$ cat src/rtl/pc_pkg.sv
// Shared types and constants for the program counter datapath.
package pc_pkg;

    localparam int PC_WIDTH = 16;

    typedef logic [PC_WIDTH-1:0] pc_addr_t;

    localparam pc_addr_t RESET_ADDR = '0;

endpackage : pc_pkg

$ cat src/rtl/pc_incrementer.sv
// Combinational add-one for the program counter; wraps modulo 2^WIDTH.
// There is no carry out.
module pc_incrementer #(
    parameter int WIDTH = pc_pkg::PC_WIDTH
) (
    input  logic [WIDTH-1:0] value_i,
    output logic [WIDTH-1:0] value_inc_o
);

    // The top bit carry is dropped, so all-ones + 1 becomes all-zeros.
    assign value_inc_o = value_i + WIDTH'(1);

endmodule : pc_incrementer

$ cat src/rtl/program_counter.sv
// Program counter: registered instruction address, +1 each clock, load replaces it with data.
// Clears asynchronously to RESET_ADDR while the active-low reset is low.
module program_counter #(
    parameter int               WIDTH      = pc_pkg::PC_WIDTH,
    parameter logic [WIDTH-1:0] RESET_ADDR = WIDTH'(pc_pkg::RESET_ADDR)
) (
    input  logic             clk,
    input  logic             reset,
    input  logic [WIDTH-1:0] data,
    input  logic             load,
    output logic [WIDTH-1:0] out
);

    logic [WIDTH-1:0] pc_q;
    logic [WIDTH-1:0] pc_d;
    logic [WIDTH-1:0] pc_inc;

    pc_incrementer #(
        .WIDTH (WIDTH)
    ) u_inc (
        .value_i     (pc_q),
        .value_inc_o (pc_inc)
    );

    // A load replaces the value outright; it is never followed by an increment.
    always_comb begin
        pc_d = pc_inc;
        if (load) begin
            pc_d = data;
        end
    end

    always_ff @(posedge clk or negedge reset) begin
        if (!reset) begin
            pc_q <= RESET_ADDR;
        end else begin
            pc_q <= pc_d;
        end
    end

    assign out = pc_q;

endmodule : program_counter

$ cat config.mk
export PLATFORM = sky130hd
export DESIGN_NAME = program_counter
export DESIGN_NICKNAME = d
export VERILOG_FILES = /design/src/rtl/pc_pkg.sv /design/src/rtl/pc_incrementer.sv /design/src/rtl/program_counter.sv
export SDC_FILE = /design/constraint.sdc
export NUM_CORES = 1
export LEC_CHECK = 0
export ABC_CLOCK_PERIOD_IN_PS = 1600
export CORE_MARGIN = 1
export CORE_UTILIZATION = 40
export CTS_BUF_LIST = sky130_fd_sc_hd__clkbuf_2
export DETAILED_ROUTE_END_ITERATION = 12
export PLACE_DENSITY = 0.78
export SYNTH_ARGS = -nofsm -noshare
export SYNTH_HDL_FRONTEND = slang
export SYNTH_SLANG_ARGS = --single-unit
$ cat constraint.sdc
create_clock -name clk -period 1.6 [get_ports clk]
set_clock_uncertainty 0.1 [all_clocks]
set_input_delay 0.32 -clock clk [delete_from_list [all_inputs] [get_ports clk]]
set_output_delay 0.32 -clock clk [all_outputs]
set_load 0.01 [all_outputs]
==> metrics.txt <==
total CTS buffers=3; Hold Vio Cnt, Final=0; CP Class=flip-flop to flip-flop; Syn. warnings=0; Syn Area/Cell=10.05 sq um; hold buffers post-CTS=0; worst skew pair latency=roughly 0.28 ns; port bufs=34; Site Rows=16; H-tree Lvls=1; layout cells sized above 1=28.08%; worst path buffer plus inverter count=1; initial DRC count=22; CTS Buffer Depth=2; number of global-route vias before repair=823; arrival time at the worst endpoint=1.68 ns; layout net count=168; FILL cells=156; Post-Syn Instances=88; crit-path cells=buf_4 > nand4_4 > nor4_2 > xor2_1 > mux2_2; PwrDens=722.8 nW/um^2; multi-input combinational cell area=roughly 470 sq um; post-DP HPWL=1492 um; final worst path period share=99.27%; CORE AREA=2022 sq um; Initial Utilization=a little over two fifths; Yosys top cell by area=dfrtp_1; required time of the critical path=roughly 1.7 ns; routed vias=about 860; Total Routing Usage GR=20.08%; global-route wire length before repair=about 3600 um; fmax=approximately 0.63 GHz; RSZ-0062 raised after global routing=true; Vert. Die Dim=49.03 um; initial antenna violation count=0; Placed Instances=153; FF+latch count, synth=16; Antenna Cells=0; cell area after synthesis=884.6 sq um; run status=finished, final reports clean; clk root buf=clkbuf_2; flip-flop count of the largest register after layout=16; post-synth cell types=20; Peak VDD IR=0.4389 mV; DR WL/cell=approximately 13 um; die width=between 40 and 50 um; Ports=35; depth of the worst register-to-register path=5; final setup violation count=0; commonest non-fill, non-tap cell in the layout=buf_4; Pre-Repair DR Iteration Count=4; Leak Pwr=0.6378 nW; commonest cells after routing, fill and taps aside=buf_4, clkdlybuf4s50_1, nand2_1; maxcap violations=0; CP max-delay cell=dfrtp_2; largest net degree at the start of global routing=17; Post-DRT Antenna Nets=0; Yosys top cell area share=45.26%; GP Congestion=0.7686; delay-heaviest family, CP=simple AND/OR/NAND/NOR gates; Routed WL=2232 um; Largest stage delay, worst path=0.38 ns; Reg clk slew, reported paths=approximately 0.14 ns; main area contributors after synthesis=dfrtp_1, xnor2_1, nor4_2; Max Slew Vio Count=0; post-layout min period=~1.6 ns; crit end category=flip-flop; GRT Residual Overflow=0; die area=2403 sq um; Levels on crit path=5; Worst Hold Class=primary input to asynchronous set/reset pin; Clock Sinks=16; largest fanout on the critical path=6; slew margin rel.=79.49%; DP Worst Slack=between 0.04 and 0.05 ns; routed vias/inst=~5; element type at the critical path start=flip-flop; post-synthesis sequential area ratio=between 40 and 50%; Mapped Nets=108; worst slew pin tran=0.3051 ns; Post-Layout Cell Count=about 170; Area Overhead vs Synth=62.66%; TritonCTS clock tree=built; PnR worst setup slack=0.01176 ns; DRC=0; FF+latch area=between 400 and 500 sq um
## synth_stat cells
cell type,instances
clkbuf_1,2
nand4_1,2
and3_2,1
buf_6,1
ha_1,1
inv_1,2
o21ai_1,6
nand3_2,1
and3_1,1
nand4_4,1
nand2_1,16
xnor2_1,9
nor3_1,3
nand3_1,5
nor4_2,5
dfrtp_1,16
mux2_2,3
o21ai_0,7
nor2_1,1
xor2_1,5
## final cells by class
class | count | area share (%)
inverter | 2 | 0.5217
multi-input combinational | 67 | 32.43
clock buffer | 3 | 1.043
tap | 27 | 2.348
timing repair buffer | 58 | 35.57
sequential | 16 | 28.09
## report_power, final
part | internal, W | switching (W) | total [W]
Sequential | 0.000450 | 0.0000242 | 0.000474
Combinational | 0.000214 | 0.000179 | 0.000393
Clock | 0.0000511 | 0.000122 | 0.000173
Total | 0.000715 | 0.000325 | 0.00104
## path summary, 6_finish.rpt
| kind | from | end | slack (ns) |
|---|---|---|---|
| max | out[3] | out[13] | 0.01 |
| min reg2reg | out[14] | out[14] | 0.57 |
| min in group clk | data[14] | out[14] | 0.47 |
| min | reset | out[5] | 0.23 |
| max in group asynchronous | reset | out[7] | 0.98 |
| max reg2reg | out[3] | out[13] | 0.01 |
## metal layers
metal	track usage [%]	vias up	share of wire, %
met5	0	-	0
met4	12.25	0	1.6
met3	3.115	4	4.2
met2	35.88	30	52
met1	22.20	398	42
li1	-	423	-
## worst register-to-register path, cell delays in order (launching register included)
cell and delay, ns:
dfrtp_2 0.38, buf_4 0.14, nand4_4 0.18, nor4_2 0.34, xor2_1 0.10, mux2_2 0.26
## logic make-up (layout without fill, tap and decap cells)
group,Yosys count,count (layout),share of synthesized area [%]
multiplexers,3,3,3.819
buffers and inverters,5,63,2.971
adder cells (fa/ha/maj),1,1,1.414
AND/OR/NAND/NOR,36,36,25.32
AO/OA/AOI/OAI,13,13,7.355
XOR/XNOR,14,14,13.86
flip-flops,16,16,45.26
## through the flow
stage          utilization [%]  setup TNS (ns)  hold WS (ns)  power (W)  cell area, sq um
2_1_floorplan                -               0      -0.07559  0.0006380             884.6
3_3_place_gp             63.92               0        0.4603  0.0008167              1292
6_report                 71.16               0        0.2343   0.001040              1439
3_5_place_dp             63.92               0        0.4631  0.0008228              1292
5_1_grt                  71.16         -0.2404        0.2441   0.001102              1439
4_1_cts                  70.30       -0.003665        0.2350   0.001031              1421
## repair_timing
item / in CTS / in global routing
buffers inserted: 16 / 1
endpoints found under the setup margin: 16 / 7
resized for setup: 19 / 4
pin swaps: 0 / 4
Power figures use the tool's default switching activity.
